### src/rtl/fifo_pkg.sv
// Shared types and constants for the fifo block and its verification element type.
package fifo_pkg;

   localparam int FIFO_DEPTH_DEF = 8;

   typedef struct packed {
      int cpf;
      int idade;
      int rg;
   } person_t;

endpackage

### src/rtl/fifo_ptr_ctrl.sv
// Read/write pointers, occupancy counter and push/pop acceptance for the fifo.
module fifo_ptr_ctrl
   import fifo_pkg::*;
#(
   parameter int BUFF_SIZE = FIFO_DEPTH_DEF,
   parameter int PW        = $clog2(BUFF_SIZE),
   parameter int CW        = $clog2(BUFF_SIZE + 1)
) (
   input  logic          clk,
   input  logic          rst,
   input  logic          push,
   input  logic          pop,
   output logic          push_ok,
   output logic          pop_ok,
   output logic [PW-1:0] rd_ptr,
   output logic [PW-1:0] wr_ptr,
   output logic [CW-1:0] count,
   output logic          full,
   output logic          empty
);

   logic [PW-1:0] rd_ptr_q, rd_ptr_d;
   logic [PW-1:0] wr_ptr_q, wr_ptr_d;
   logic [CW-1:0] count_q, count_d;

   assign full  = (count_q == CW'(BUFF_SIZE));
   assign empty = (count_q == '0);

   // A pop at full frees the slot the same edge, so the push rides along.
   assign pop_ok  = pop && !empty;
   assign push_ok = push && (!full || pop_ok);

   always_comb begin
      rd_ptr_d = rd_ptr_q;
      wr_ptr_d = wr_ptr_q;
      count_d  = count_q;
      if (pop_ok)
         rd_ptr_d = (rd_ptr_q == PW'(BUFF_SIZE - 1)) ? '0 : rd_ptr_q + 1'b1;
      if (push_ok)
         wr_ptr_d = (wr_ptr_q == PW'(BUFF_SIZE - 1)) ? '0 : wr_ptr_q + 1'b1;
      case ({push_ok, pop_ok})
         2'b10:   count_d = count_q + 1'b1;
         2'b01:   count_d = count_q - 1'b1;
         default: count_d = count_q;
      endcase
   end

   always_ff @(posedge clk or negedge rst) begin
      if (!rst) begin
         rd_ptr_q <= '0;
         wr_ptr_q <= '0;
         count_q  <= '0;
      end else begin
         rd_ptr_q <= rd_ptr_d;
         wr_ptr_q <= wr_ptr_d;
         count_q  <= count_d;
      end
   end

   assign rd_ptr = rd_ptr_q;
   assign wr_ptr = wr_ptr_q;
   assign count  = count_q;

endmodule

### src/rtl/fifo.sv
// Single-clock FIFO generic over element type; registered data_out, no fall-through.
module fifo
   import fifo_pkg::*;
#(
   parameter int  BUFF_SIZE = FIFO_DEPTH_DEF,
   parameter type dtype     = logic [7:0]
) (
   input  logic                         clk,
   input  logic                         rst,
   input  logic                         push,
   input  logic                         pop,
   input  dtype                         data_in,
   output dtype                         data_out,
   output logic                         full,
   output logic                         empty,
   output logic [$clog2(BUFF_SIZE+1)-1:0] count
);

   localparam int PW = $clog2(BUFF_SIZE);
   localparam int CW = $clog2(BUFF_SIZE + 1);

   logic          push_ok, pop_ok;
   logic [PW-1:0] rd_ptr, wr_ptr;
   dtype          mem [BUFF_SIZE];
   dtype          data_out_q;

   fifo_ptr_ctrl #(
      .BUFF_SIZE (BUFF_SIZE),
      .PW        (PW),
      .CW        (CW)
   ) u_ptr_ctrl (
      .clk     (clk),
      .rst     (rst),
      .push    (push),
      .pop     (pop),
      .push_ok (push_ok),
      .pop_ok  (pop_ok),
      .rd_ptr  (rd_ptr),
      .wr_ptr  (wr_ptr),
      .count   (count),
      .full    (full),
      .empty   (empty)
   );

   // Storage is never reset; pop_ok guarantees only written slots are read.
   always_ff @(posedge clk) begin
      if (push_ok)
         mem[wr_ptr] <= data_in;
   end

   always_ff @(posedge clk or negedge rst) begin
      if (!rst)
         data_out_q <= '0;
      else if (pop_ok)
         data_out_q <= mem[rd_ptr];
   end

   assign data_out = data_out_q;

endmodule

### config.mk
export PLATFORM = sky130hd
export DESIGN_NAME = fifo
export DESIGN_NICKNAME = d
export VERILOG_FILES = /design/src/rtl/fifo_pkg.sv /design/src/rtl/fifo_ptr_ctrl.sv /design/src/rtl/fifo.sv
export SDC_FILE = /design/constraint.sdc
export NUM_CORES = 1
export LEC_CHECK = 0
export CAP_MARGIN = 20
export CORE_ASPECT_RATIO = 1.2
export CORE_MARGIN = 5
export CORE_UTILIZATION = 51
export CTS_CLUSTER_DIAMETER = 60
export DETAILED_ROUTE_END_ITERATION = 8
export PLACE_DENSITY = 0.71
export RECOVER_POWER = 50
export SLEW_MARGIN = 20
export SYNTH_ARGS = -nofsm -noshare
export SYNTH_HDL_FRONTEND = slang
export SYNTH_HIERARCHICAL = 1
export SYNTH_SLANG_ARGS = --single-unit
### constraint.sdc
create_clock -name clk -period 3.1 [get_ports clk]
set_input_delay 0.31 -clock clk [delete_from_list [all_inputs] [get_ports clk]]
set_output_delay 0.31 -clock clk [all_outputs]
set_load 0.05 [all_outputs]
==> qor.yml, run 1 <==
status:
  status: "finished, final reports clean"
final_layout:
  nNetsFinal: 282
  final_common_cell: "edfxtp_1"
  final_cell_mix: "64 x edfxtp_1, 25 x mux2i_1, 17 x nor2b_1, 17 x dfrtp_1, 13 x dlygate4sd3_1"
  final_cells: 355
  drive_gt1_frac: 0.127
  nFillCells: 545
  stdcell_area_sq_um: 4100
  n_antenna_cell: 0
  syn_to_final_growth_pct: 15.9
drt:
  drt_wl_total_um: 6370
  dr.pass1.iters: 4
  drt_iter0_markers: 165
  via_per_inst: 5.50
  drc: 0
  vias: 1953
  antenna_left: 0
  wl_per_cell_um: 18.0
synth:
  syn_inst: 228
  ys_seq_area_frac: 0.670
  synth-main-ff-cell: "edfxtp_1"
  avgSynthCellArea_sq_um: 15.5
  netlist_area_sq_um: 3540
  syn-num-nets: 247
  synth_warnings: 6
  synth_edf_count: 64
  ys_types: 43
  ys_ff_latch: 82
  synthArstFlopShare: 0.220
clocking:
  clkTransAtPathRegs_ps: 80
  post-cts-setup-buffers: 0
  clock-sinks: 82
  cts_resized: 0
  hold_buffers: 0
  clock_latency_ps: 340
  clockBufferDepth: 2
  root_buffer: "clkbuf_8"
  cts_tree: "yes"
  htreeDepth: 3
  cts-buffers-inserted: 9
timing:
  drv_slew: 0
  fin_crit_sh: 0.862
  hold_viol: 0
  grt_setup_unrepaired: "no"
  setup_viol: 0
  worst_pin_slew_ps: 1030
  fmaxAchievable_mhz: 374
  clock_skew_ps: 10.0
  period_needed_ps: 2670
  slew_headroom: 0.314
  tns_ps: 0
global_route:
  grt_overflow: 0
  grt_start_max_net_pins: 44
  grt_pass1_vias: 1973
  grt_usage: 0.158
  grt_first_pass_wirelength_um: 10200
  antenna_found_initial: 0
placed_design:
  portBuffers: 25
  place_congestion: 0.735
  placed_cells: 338
  hpwl_um: 4040
  placed_cell_area_sq_um: 3880
setup_path:
  r2r-start: "u_ptr_ctrl/count[0]$_DFFE_PN0P_"
  end_kind: "flop"
  cp-endpoint: "u_ptr_ctrl/count[3]$_DFFE_PN0P_"
  r2r_slack_ps: 430
  r2r-end: "u_ptr_ctrl/count[3]$_DFFE_PN0P_"
  cp.arrival_ps: 2870
  worst_ep_required_time_ps: 3300
  startpoint_type: "flop"
  cp-startpoint: "u_ptr_ctrl/count[0]$_DFFE_PN0P_"
  worstPathMaxFanout: 8
  critical_path_class: "flop to flop"
  r2r_cells: 9
floorplanning:
  die_h_um: 101
  fp.dieArea_sq_um: 8710
  start_util: 0.520
  ios: 26
  die_w_um: 86.1
  coreArea_sq_um: 6810
  row_count: 33
job:
  drv_cap: 0
power:
  peakVddDrop_mv: 0.530
  p_leak_nw: 1.55
  cellPowerDensity_nw_per_um2: 978
hold_path:
  hold_path_class: "input pin to asynchronous set/reset pin"
cell usage after synthesis (2+ instances only):
| library cell | n | area [sq um] |
|---|---|---|
| xnor2_1 | 2 | 17.5 |
| mux2_2 | 2 | 22.5 |
| nand2_1 | 4 | 15.0 |
| a22oi_1 | 8 | 60.1 |
| o21ai_0 | 2 | 10.0 |
| clkbuf_2 | 2 | 10.0 |
| inv_1 | 6 | 22.5 |
| nor2b_1 | 17 | 106 |
| a211o_1 | 8 | 70.1 |
| nand3_1 | 8 | 40.0 |
| dfrtp_1 | 18 | 450 |
| buf_2 | 2 | 10.0 |
| edfxtp_1 | 64 | 1920 |
| nand2b_1 | 5 | 31.3 |
| buf_6 | 3 | 33.8 |
| buf_4 | 2 | 15.0 |
| mux2i_1 | 25 | 250 |
| a41o_1 | 8 | 80.1 |
| mux2_4 | 2 | 30.0 |
| nor3_1 | 4 | 20.0 |
| nor2_1 | 9 | 33.8 |
| ha_1 | 6 | 75.1 |
through the flow:
stage / utilization / setup WS [ps] / hold WS, ps / total power [mW]
5_1_grt: 0.602 / 266 / 270 / 4.23
3_5_place_dp: 0.570 / 374 / 556 / 3.18
6_report: 0.602 / 429 / 277 / 4.01
2_1_floorplan: - / 382 / 14.4 / 2.78
3_3_place_gp: 0.570 / 470 / 544 / 3.15
4_1_cts: 0.604 / 376 / 525 / 4.07
where the power goes:
part | leakage, nW | switching (mW) | internal, mW
registers | 0.795 | 0.285 | 1.43
clock network | 0.114 | 0.360 | 0.531
logic | 0.639 | 0.798 | 0.611
layout make-up:
cell class / count / area (sq um) / share of cell area
inverters: 6 / 22.5 / 0.00549
flip-flops and latches: 82 / 2370 / 0.579
multi-input cells: 128 / 1030 / 0.252
well taps: 87 / 109 / 0.0265
repair buffers: 36 / 329 / 0.0802
clock buffers: 10 / 128 / 0.0311
clock inverters: 6 / 106 / 0.0259
how the worst min path moves through the flow:
stage / slack [ps] / from / end
4_1_cts: 520 / rst / data_out[6]$_DFFE_PN0P_
3_5_place_dp: 560 / u_ptr_ctrl/wr_ptr[2]$_DFFE_PN0P_ / u_ptr_ctrl/wr_ptr[2]$_DFFE_PN0P_
3_3_place_gp: 540 / u_ptr_ctrl/wr_ptr[2]$_DFFE_PN0P_ / u_ptr_ctrl/wr_ptr[2]$_DFFE_PN0P_
6_report: 280 / rst / data_out[6]$_DFFE_PN0P_
2_1_floorplan: 10 / rst / data_out[0]$_DFFE_PN0P_
5_1_grt: 270 / rst / data_out[3]$_DFFE_PN0P_
critical path, cell delays in order (launching register included):
cell,delay (ps)
dfrtp_1,410
or3_1,550
o21ai_4,260
or2_2,170
inv_1,50
ha_1,260
a211oi_1,90
or3b_1,420
o211ai_1,180
o221ai_1,140
routing by layer:
metal	routed length (um)	vias up	GRT usage	share of wire
met5	0	-	0	0
li1	-	937	-	-
met4	75	0	0.0475	0.012
met1	2930	970	0.210	0.46
met2	3140	39	0.255	0.49
met3	232	7	0.0431	0.036
registers in the layout, summed over array words and instances (netlist names):
register and count:
mem 64, data_out 8, u_ptr_ctrl/rd_ptr 3, u_ptr_ctrl/wr_ptr 3
u_ptr_ctrl/count 4
cell families (layout without fill, tap and decap cells):
group / Yosys count / in the layout / synth area share
flops: 82 / 82 / 0.670
simple gates: 52 / 52 / 0.0795
compound gates: 37 / 37 / 0.0983
mux: 29 / 29 / 0.0855
buf+inv: 18 / 58 / 0.0322
fa+ha+maj: 7 / 7 / 0.0269
xor+xnor: 3 / 3 / 0.00742
Power figures use the tool's default switching activity.
==> run 2, diff against run 1 <==
Settings changed: SLEW_MARGIN 20 to 5.
==> results of run 2 <==
The final DEF is identical to that of run 1; final timing and power are the same.
==> run 3, diff against run 2 <==
Settings changed: PLACE_DENSITY 0.71 to 0.68.
==> qor.yml, run 3 (same netlist as run 1, synthesis figures left out) <==
timing:
  fin_crit_sh: 0.891
  period_needed_ps: 2760
  hold_slack_ps: 570
  slew_headroom: 0.220
  hold_viol: 0
  fmaxAchievable_mhz: 362
  tns_ps: 0
  grt_setup_unrepaired: "no"
  worst_pin_slew_ps: 1170
  drv_slew: 0
  clock_skew_ps: 11.8
  setup_viol: 0
drt:
  wl_met2_um: 3430
  wl_met3_um: 347
  wl_per_cell_um: 19.0
  dr.pass1.iters: 4
  drt_wl_total_um: 6730
  drc: 0
  via_per_inst: 5.58
  highest_layer: "met4"
  drt_iter0_markers: 158
  antenna_left: 0
  vias: 1980
  m1WireLength_um: 2810
clocking:
  hold_buffers: 0
  cts_tree: "yes"
  cts_resized: 0
  root_buffer: "clkbuf_8"
  post-cts-setup-buffers: 0
  htreeDepth: 3
  cts-buffers-inserted: 9
  clock-sinks: 82
  clock_latency_ps: 340
  clkTransAtPathRegs_ps: 80
  clockBufferDepth: 2
final_layout:
  nFillCells: 551
  final_core_util: 0.596
  regMostFlops: "mem"
  final_cell_mix: "64 x edfxtp_1, 25 x mux2i_1, 17 x nor2b_1, 17 x dfrtp_1, 13 x dlygate4sd3_1"
  n_antenna_cell: 0
  syn_to_final_growth_pct: 14.7
  final_common_cell: "edfxtp_1"
  drive_gt1_frac: 0.123
  nNetsFinal: 282
  largest_reg_flops: 64
status:
  status: "finished, final reports clean"
power:
  p_leak_nw: 1.53
  peakVddDrop_mv: 0.529
  cellPowerDensity_nw_per_um2: 957
setup_path:
  max_stage_delay_ps: 550
  startpoint_type: "flop"
  crit_family: "simple AND/OR/NAND/NOR gates"
  r2r-start: "u_ptr_ctrl/count[0]$_DFFE_PN0P_"
  end_kind: "flop"
  crit_buf_inv: 1
  worst_ep_required_time_ps: 3300
  critical_path_class: "flop to flop"
  crit_chain: "or3_1 > o21ai_4 > or2_2 > inv_1 > ha_1 > a211oi_1 > or3b_1 > o211ai_1 > o221ai_1"
  slowest_stage: "or3_1"
  cp-startpoint: "u_ptr_ctrl/count[0]$_DFFE_PN0P_"
  cp.arrival_ps: 2960
  worstPathMaxFanout: 8
floorplanning:
  ios: 26
  die_h_um: 101
  coreArea_sq_um: 6810
  die_w_um: 86.1
  fp.dieArea_sq_um: 8710
  row_count: 33
  start_util: 0.520
global_route:
  grt_overflow: 0
  antenna_found_initial: 0
  grt_pass1_vias: 1973
  grt_first_pass_wirelength_um: 10600
  grt_start_max_net_pins: 44
  grt_usage: 0.168
placed_design:
  place_congestion: 0.817
  hpwl_um: 4300
  portBuffers: 25
hold_path:
  hold_path_class: "flop to flop"
  hp-start: "u_ptr_ctrl/wr_ptr[2]$_DFFE_PN0P_"
job:
  drv_cap: 0
==> run 3: worst paths after layout <==
kind	endpoint	slack [ps]	cells past startpoint
worst max-delay path	u_ptr_ctrl/count[3]$_DFFE_PN0P_	340	9
worst min-delay path	u_ptr_ctrl/wr_ptr[2]$_DFFE_PN0P_	570	1
worst max register to register	u_ptr_ctrl/count[3]$_DFFE_PN0P_	340	9
worst min register to register	u_ptr_ctrl/wr_ptr[2]$_DFFE_PN0P_	570	1
max in group asynchronous	u_ptr_ctrl/rd_ptr[0]$_DFFE_PN0N_	1610	2
min in group asynchronous	data_out[2]$_DFFE_PN0P_	710	2
==> run 3: worst reg2reg max path, delay by kind of cell, from the launching register on <==
kind,cells,cell delay (ps)
and+or+nand+nor,3,1140
AOI/OAI and AO/OA,4,730
DFF,1,410
adders and majority gates,1,270
buffers and inverters,1,60
==> run 3: metal layers <==
metal  vias to the layer above  track usage
li1                        942            -
met1                       973        0.218
met2                        54        0.274
met3                        11       0.0252
met4                         0       0.0865
met5                         -            0
==> run 3: report_power, final <==
group / internal [mW] / total, mW / switching, mW
combinational: 0.612 / 1.42 / 0.808
clock: 0.394 / 0.744 / 0.350
sequential: 1.43 / 1.72 / 0.292
==> run 3: area by class of cell <==
type / count / area [sq um] / share of cell area
Tap cell: 87 / 109 / 0.0268
Timing Repair Buffer: 36 / 329 / 0.0811
Clock buffer: 13 / 149 / 0.0367
Multi-Input combinational cell: 128 / 1030 / 0.255
Sequential cell: 82 / 2370 / 0.585
Inverter: 6 / 22.5 / 0.00555
Clock inverter: 3 / 42.5 / 0.0105
==> run 3: through the flow <==
stage / cell area (sq um) / std cells / setup slack [ps] / total power [mW]
detailed placement: 3890 / 339 / 315 / 3.21
global route: 4060 / 355 / 233 / 4.10
global placement: 3890 / 339 / 469 / 3.17
CTS: 4080 / 355 / 300 / 3.94
floorplan: 3540 / 228 / 382 / 2.78
finish: 4060 / 355 / 337 / 3.89
